**src/rtl/rs232_uart_rx.sv**
```systemverilog
// rtl/rs232_uart_rx.sv - 8N1 RS-232 receiver with single-entry valid/ready byte output
module rs232_uart_rx #(
  parameter int CLKS_PER_BIT = 1042
) (
  input  logic       clk,
  input  logic       rst_n,
  input  logic       rx,
  output logic [7:0] data_out,
  output logic       data_valid,
  input  logic       data_ready,
  output logic       frame_err,
  output logic       overrun,
  output logic       busy
);

  localparam int CW = $clog2(CLKS_PER_BIT);
  localparam logic [CW-1:0] HALF_TC = CW'(CLKS_PER_BIT / 2 - 1);
  localparam logic [CW-1:0] FULL_TC = CW'(CLKS_PER_BIT - 1);

  typedef enum logic [2:0] {
    S_IDLE,
    S_START,
    S_DATA,
    S_STOP,
    S_BREAK
  } state_t;

  state_t          state, state_nx;
  logic [CW-1:0]   cnt, cnt_nx;
  logic [2:0]      idx, idx_nx;
  logic [7:0]      shreg;
  logic            rx_meta, rx_s;
  logic            sample_bit;
  logic            frame_ok;
  logic            frame_bad;

  // Two-flop synchronizer; the line idles high so reset to 1 avoids a false start.
  always_ff @(posedge clk) begin
    if (!rst_n) begin
      rx_meta <= 1'b1;
      rx_s    <= 1'b1;
    end else begin
      rx_meta <= rx;
      rx_s    <= rx_meta;
    end
  end

  // State, bit-time counter and bit index registers.
  always_ff @(posedge clk) begin
    if (!rst_n) begin
      state <= S_IDLE;
      cnt   <= '0;
      idx   <= '0;
    end else begin
      state <= state_nx;
      cnt   <= cnt_nx;
      idx   <= idx_nx;
    end
  end

  // Next-state logic: half-bit start check, then mid-bit sampling of data and stop.
  always_comb begin
    state_nx   = state;
    cnt_nx     = cnt;
    idx_nx     = idx;
    sample_bit = 1'b0;
    frame_ok   = 1'b0;
    frame_bad  = 1'b0;
    case (state)
      S_IDLE: begin
        if (!rx_s) begin
          state_nx = S_START;
          cnt_nx   = '0;
        end
      end
      S_START: begin
        if (cnt == HALF_TC) begin
          cnt_nx   = '0;
          idx_nx   = '0;
          state_nx = rx_s ? S_IDLE : S_DATA;
        end else begin
          cnt_nx = cnt + 1'b1;
        end
      end
      S_DATA: begin
        if (cnt == FULL_TC) begin
          sample_bit = 1'b1;
          cnt_nx     = '0;
          if (idx == 3'd7) begin
            state_nx = S_STOP;
          end else begin
            idx_nx = idx + 1'b1;
          end
        end else begin
          cnt_nx = cnt + 1'b1;
        end
      end
      S_STOP: begin
        if (cnt == FULL_TC) begin
          cnt_nx = '0;
          if (rx_s) begin
            frame_ok = 1'b1;
            state_nx = S_IDLE;
          end else begin
            frame_bad = 1'b1;
            state_nx  = S_BREAK;
          end
        end else begin
          cnt_nx = cnt + 1'b1;
        end
      end
      S_BREAK: begin
        if (rx_s) begin
          state_nx = S_IDLE;
        end
      end
      default: begin
        state_nx = S_IDLE;
      end
    endcase
  end

  // Data bits land LSB first at the current bit index.
  always_ff @(posedge clk) begin
    if (!rst_n) begin
      shreg <= '0;
    end else if (sample_bit) begin
      shreg[idx] <= rx_s;
    end
  end

  // Holding register: accept a good byte if empty or draining this cycle, else flag overrun.
  always_ff @(posedge clk) begin
    if (!rst_n) begin
      data_out   <= '0;
      data_valid <= 1'b0;
      frame_err  <= 1'b0;
      overrun    <= 1'b0;
    end else begin
      frame_err <= frame_bad;
      overrun   <= 1'b0;
      if (frame_ok && (!data_valid || data_ready)) begin
        data_out   <= shreg;
        data_valid <= 1'b1;
      end else begin
        if (frame_ok) begin
          overrun <= 1'b1;
        end
        if (data_valid && data_ready) begin
          data_valid <= 1'b0;
        end
      end
    end
  end

  // Busy reflects any activity beyond waiting for a start edge.
  always_comb begin
    busy = (state != S_IDLE);
  end

endmodule

```
**config.mk**
```make
export PLATFORM = sky130hd
export DESIGN_NAME = rs232_uart_rx
export DESIGN_NICKNAME = d
export VERILOG_FILES = /design/src/rtl/rs232_uart_rx.sv
export SDC_FILE = /design/constraint.sdc
export NUM_CORES = 1
export LEC_CHECK = 0
export CORE_ASPECT_RATIO = 0.9
export CORE_MARGIN = 8
export CORE_UTILIZATION = 40
export DETAILED_ROUTE_END_ITERATION = 7
export PLACE_DENSITY_LB_ADDON = 0.2
export SLEW_MARGIN = 20
export SYNTH_ARGS = -nofsm -noshare
export SYNTH_HDL_FRONTEND = slang
export SYNTH_SLANG_ARGS = --single-unit
```
**constraint.sdc**
```tcl
create_clock -name clk -period 2.5 [get_ports clk]
set_input_delay 0.25 -clock clk [delete_from_list [all_inputs] [get_ports clk]]
set_output_delay 0.25 -clock clk [all_outputs]
set_load 0.03 [all_outputs]
```
==> results.md, run 1 <==
* Status: finished clean
* Port bufs at 15
* Worst-Skew Late Latency at about 290 ps
* Synth cell count leaders: dfxtp_1, nand2_1, mux2i_1
* Skew final at 9.59 ps
* Count of flip-flops with a built-in enable after synthesis at 0
* Overall global routing resource usage at 11.0%
* # fillers at 421
* Placed Area at 1990 um^2
* Crit path launch type: flop
* Max-cap violations at 0
* Highest metal used: met4
* Num ports at 16
* RSZ-0062 raised after global routing: false
* Routed wl met2 at 1510 um
* Die Wd at 86.3 um
* Iter 0 DRT Violations at 83
* FF+latch count, synth at 38
* Clk sinks at 38
* Per-cell routed wire length at 13.0 um
* Final Wtd Congestion at 0.826
* Max clock buf depth at 2
* Share of Yosys cell area claimed by the top area cell type at 42.8%
* Number of global-route vias before repair at 1340
* Crit. End Element: flop
* Family with the most delay on the worst path: simple AND/OR/NAND/NOR gates
* Top_reg_cell synth: dfxtp_1
* Worst EP arrival at 2440 ps
* Top cells by area, synth: dfxtp_1, mux2i_1, nor2b_1
* Metal3 WL at 191 um
* Root Driver: clkbuf_8
* Router iterations before antenna repair at 4
* Register area at 761 um^2
* Core Rows at 23
* Final Cell Area at 2100 um^2
* Max Transition Viols Final at 0
* Die H at 79.3 um
* Initial antenna violation count at 0
* Die area at around 7000 um^2
* VDD IR-drop max at slightly below 0.3 mV
* TritonCTS clock tree: built
* WL met1 at roughly 1800 um
* Area delta synth->final at 18.4%
* Drt total wl at 3530 um
* Unique masters post-synth at 46
* Sw frac at 21.9%
* Total power at around 1.2 mW
* Async set-reset flop share out of synthesis at 0%
* CTS clk-pin slew, worst paths at 80 ps
* Largest area contributor in the netlist: dfxtp_1
* Worst path slowest cell: or3_1
* Overflow after GRT at 0
* Num CTS Buffers at 5
* Hpwl dp at 2500 um
* First-pass GRT wire length at 6040 um
* Hold WC Path Type: flop to flop
* Hold-fix buffers at CTS at 0
* Final min period at 2280 ps
* Clock Power Share at 43.0%
* Final Hold Viols at 0
* Layout net count at 219
* Leak pwr at roughly 0.76 nW
* Register share of total power at 50.5%
* PostCTS Resize Cnt at 0
* Multi-input gate area at ~960 um^2
* Setup TNS at 0 ps
* Buffers and inverters on the worst path at 0
* CTS HTree Levels at 2
* Seq/Total Area, Yosys at 42.8%
* Diode count at 0
* Ys Warns at 0
* Remaining DRCs at 0
* Starting density of the core at 40.6%
* Internal power at 0.962 mW
* Top-count cell post-synth: dfxtp_1
* Layout cell share with drive strength beyond 1 at 6.67%
* Syn nets at 203
* Kind of critical path: flop to flop
* Power Density at between 500 and 600 nW/um^2
* NetSw at 0.269 mW
* Crit Path Max Fanout at 7
* Largest net degree at the start of global routing at 33
* Worst-path cell chain: ha_1, and4bb_2, nand4b_1, or3_1, o311ai_0, o41ai_1
* Final period utilization at 91.3%
* Req. time, crit path at roughly 2700 ps
* Achievable Freq at around 440 MHz
* ANT nets after route at 0
* Slew margin rel. at 66.0%
* Post-synthesis instance total at 194
* Vias at between 1000 and 1500
* Final setup vio count at 0
* Post-CTS Setup Bufs at 0
* Syn Area/Cell at just over 9 um^2
* Post-DR vias/cell at 5.04
* Slowest Stage Delay on Critical Path at ~530 ps
* Post-Syn Area at 1780 um^2
* Gate power share at 6.5%
* Worst-Margin Slew at 497 ps
* CORE AREA at around 4400 um^2
[per-stage QoR]
step | worst slack, ps | std cells | utilization [%] | hold WS (ps)
after detailed placement | 235 | 265 | 45.5 | 397
final | 219 | 272 | 48.1 | 414
after CTS | 226 | 272 | 48.1 | 414
after floorplan | 450 | 194 | - | 323
after global routing | 45.2 | 272 | 48.1 | 421
after global placement | 319 | 265 | 45.5 | 393
[final timing paths]
kind	start	to	slack, ps	depth (start not counted)
worst max-delay path	cnt[0]	shreg[0]	220	6
worst min-delay path	rx_meta	rx_s	410	1
worst max register to register	cnt[0]	shreg[0]	220	6
worst min register to register	rx_meta	rx_s	410	1
[power groups by stage]
stage	clock, mW	sequential, mW	combinational (mW)
CTS	0.537	0.621	0.0807
floorplan	0	0.632	0.0567
finish	0.530	0.621	0.0802
global route	0.561	0.622	0.0901
detailed placement	0	0.635	0.0800
global placement	0	0.634	0.0781
[registers in the layout, summed over array words and instances, names as in the netlist]
name / flops
overrun: 1
rx_meta: 1
idx: 3
data_out: 8
shreg: 8
frame_err: 1
state: 3
rx_s: 1
data_valid: 1
cnt: 11
[cells in the final DEF (no fill, tap or decap), drive strengths merged, types with 2 or more instances in the layout]
cell           netlist  final
a21boi               4      4
a21oi                4      4
and3                 4      4
buf                  3      3
clkbuf               6      6
clkdlybuf4s50        0     15
dfxtp               38     38
ha                   5      5
inv                  6      6
mux2i               15     15
nand2               19     19
nand2b               4      4
nand3                8      8
nand3b               4      4
nand4                4      4
nand4b               3      3
nor2                13     13
nor2b               14     14
nor3                 3      3
nor3b                4      4
o21a                 2      2
o21ai                5      5
or3                  2      2
xor2                 5      5
[layer usage]
layer | up-vias | GRT usage [%]
li1 | 713 | -
met1 | 628 | 14.0
met2 | 26 | 16.9
met3 | 4 | 3.40
met4 | 0 | 4.64
met5 | - | 0
[worst reg2reg max path: stages, from the launching register on]
cell	delay (ps)
dfxtp_1	460
ha_1	180
and4bb_2	230
nand4b_1	280
or3_1	530
o311ai_0	330
o41ai_1	130
[layout make-up]
class	count	share of cell area (%)
clock buffers	6	3.92
flip-flops and latches	38	36.1
repair buffers	18	8.20
multi-input cells	141	45.5
inverters	6	1.07
clock inverters	1	1.43
well taps	62	3.69
[cell families after synthesis]
logic type               count (synthesis)  share of synthesized area, %
AND/OR/NAND/NOR                         90                          29.3
XOR/XNOR                                 6                          2.96
adder cells (fa/ha/maj)                  5                          3.52
buffers and inverters                   15                          3.31
flip-flops                              38                          42.8
AO/OA/AOI/OAI                           25                          9.64
multiplexers                            15                          8.44
Note: power is estimated with default switching activity, not from simulation.
==> run 2: changes to the inputs <==
Settings changed: CELL_PAD_IN_SITES_DETAIL_PLACEMENT from default to 0, CELL_PAD_IN_SITES_GLOBAL_PLACEMENT from default to 1.
==> results.md, run 2 (synthesized netlist as in run 1, its figures left out) <==
* DP Worst Slack at 212 ps
* Most frequent cells in the layout: dfxtp_1, nand2_1, mux2i_1, clkdlybuf4s50_1, nor2b_1
* Req. time, crit path at about 2700 ps
* Crit path setup slack, layout at ~190 ps
* Hpwl dp at 2580 um
* Largest net degree at the start of global routing at 33
* Vias at 1364
* Slowest Stage Delay on Critical Path at 510 ps
* WL met1 at 1810 um
* Crit. End Element: flop
* Worst-path cell chain: inv_1, ha_1, nand4b_1, or4b_1, a22o_1, or4_1, a21boi_1
* Die H at 79.3 um
* Highest metal used: met4
* Drt total wl at 3650 um
* ANT nets after route at 0
* Metal3 WL at 252 um
* Worst setup path startpoint: cnt[0]
* VDD IR-drop max at 0.313 mV
* Buffers and inverters on the worst path at 1
* Slew margin rel. at 65.1%
* Max Transition Viols Final at 0
* CTS clk-pin slew, worst paths at 70 ps
* Worst-Margin Slew at between 500 and 600 ps
* # fillers at 431
* Largest regs: cnt x11, data_out x8, shreg x8
* Num CTS Buffers at 5
* Register area at 761 um^2
* Crit path launch type: flop
* Layout cell share with drive strength beyond 1 at under 10%
* Routed wl met2 at 1540 um
* Iter 0 DRT Violations at 107
* Number of global-route vias before repair at between 1000 and 1500
* Leak pwr at 0.762 nW
* TritonCTS clock tree: built
* Starting density of the core at a little over 40%
* Post-DR vias/cell at 5.00
* Reg with most FFs: cnt
* Final setup vio count at 0
* Setup TNS at 0 ps
* Overflow after GRT at 0
* Flop2flop setup slack at around 190 ps
* Initial antenna violation count at 0
* Multi-input gate area at about 960 um^2
* Final min period at 2310 ps
* Worst path slowest cell: or4_1
* Family with the most delay on the worst path: simple AND/OR/NAND/NOR gates
* Hold-fix buffers at CTS at 0
* Num ports at 16
* Per-cell routed wire length at 13.4 um
* Crit Path Max Fanout at 12
* Hold Path Origin: rx_meta
* Overall global routing resource usage at 11.4%
* CORE AREA at 4370 um^2
* Final Hold Viols at 0
* Clk sinks at 38
* FF-to-FF Start: cnt[0]
* First-pass GRT wire length at 6170 um
* Area delta synth->final at 18.8%
* Skew final at 4.25 ps
* Commonest non-fill, non-tap cell in the layout: dfxtp_1
* RSZ-0062 raised after global routing: false
* Port bufs at 15
* Max clock buf depth at 2
* Die area at 6840 um^2
* CTS HTree Levels at 2
* Largest register FFs at 11
* Worst EP arrival at 2540 ps
* Kind of critical path: flop to flop
* Status: finished clean
* Final Wtd Congestion at 0.757
* Worst-Skew Late Latency at between 200 and 300 ps
* PostCTS Resize Cnt at 0
* Remaining DRCs at 0
* Post-CTS Setup Bufs at 0
* Router iterations before antenna repair at 4
* Layout net count at 220
* Achievable Freq at 432 MHz
* Die Wd at 86.3 um
* Max-cap violations at 0
* Diode count at 0
* Final period utilization at between 90% and 100%
* Hold WC Path Type: flop to flop
* Power Density at approximately 600 nW/um^2
* Root Driver: clkbuf_8
* Core Rows at 23
==> run 2: cell types whose count changed in the layout (fill, tap and decap cells not counted), sizes merged <==
cell  change
buf       +1
==> run 2: metal layers <==
layer	GRT usage (%)	vias to the layer above
li1	-	709
met1	14.8	621
met2	16.1	28
met3	5.05	6
met4	4.12	0
met5	0	-
==> run 2: path summary, 6_finish.rpt <==
kind              endpoint  cells past startpoint
setup / recovery  state[0]                      7
hold / removal        rx_s                      1
setup reg to reg  state[0]                      7
hold reg to reg       rx_s                      1
==> run 2: power by group <==
part           switching, mW  total (mW)  internal, mW
sequential           0.00947       0.621         0.611
combinational         0.0503      0.0822        0.0319
clock                  0.215       0.534         0.319
==> run 2: cell type report <==
type	count	share of cell area [%]
Sequential cell	38	36.0
Multi-Input combinational cell	141	45.4
Clock inverter	1	1.42
Inverter	6	1.07
Tap cell	62	3.67
Clock buffer	6	3.91
Timing Repair Buffer	19	8.53
==> run 2: per-stage QoR <==
stage | power, mW | utilization (%) | std cells | area [um^2] | hold WS [ps]
after floorplan | 0.688 | - | 194 | 1780 | 323
after global placement | 0.714 | 45.7 | 266 | 2000 | 389
after detailed placement | 0.716 | 45.7 | 266 | 2000 | 392
after CTS | 1.25 | 48.3 | 273 | 2110 | 415
after global routing | 1.29 | 48.3 | 273 | 2110 | 444
final | 1.24 | 48.3 | 273 | 2110 | 405
==> run 2: worst register-to-register path: stages, from the launching register on <==
cell and delay (ps):
dfxtp_1 370, inv_1 90, ha_1 170, nand4b_1 110, or4b_1 470, a22o_1 380, or4_1 520, a21boi_1 140
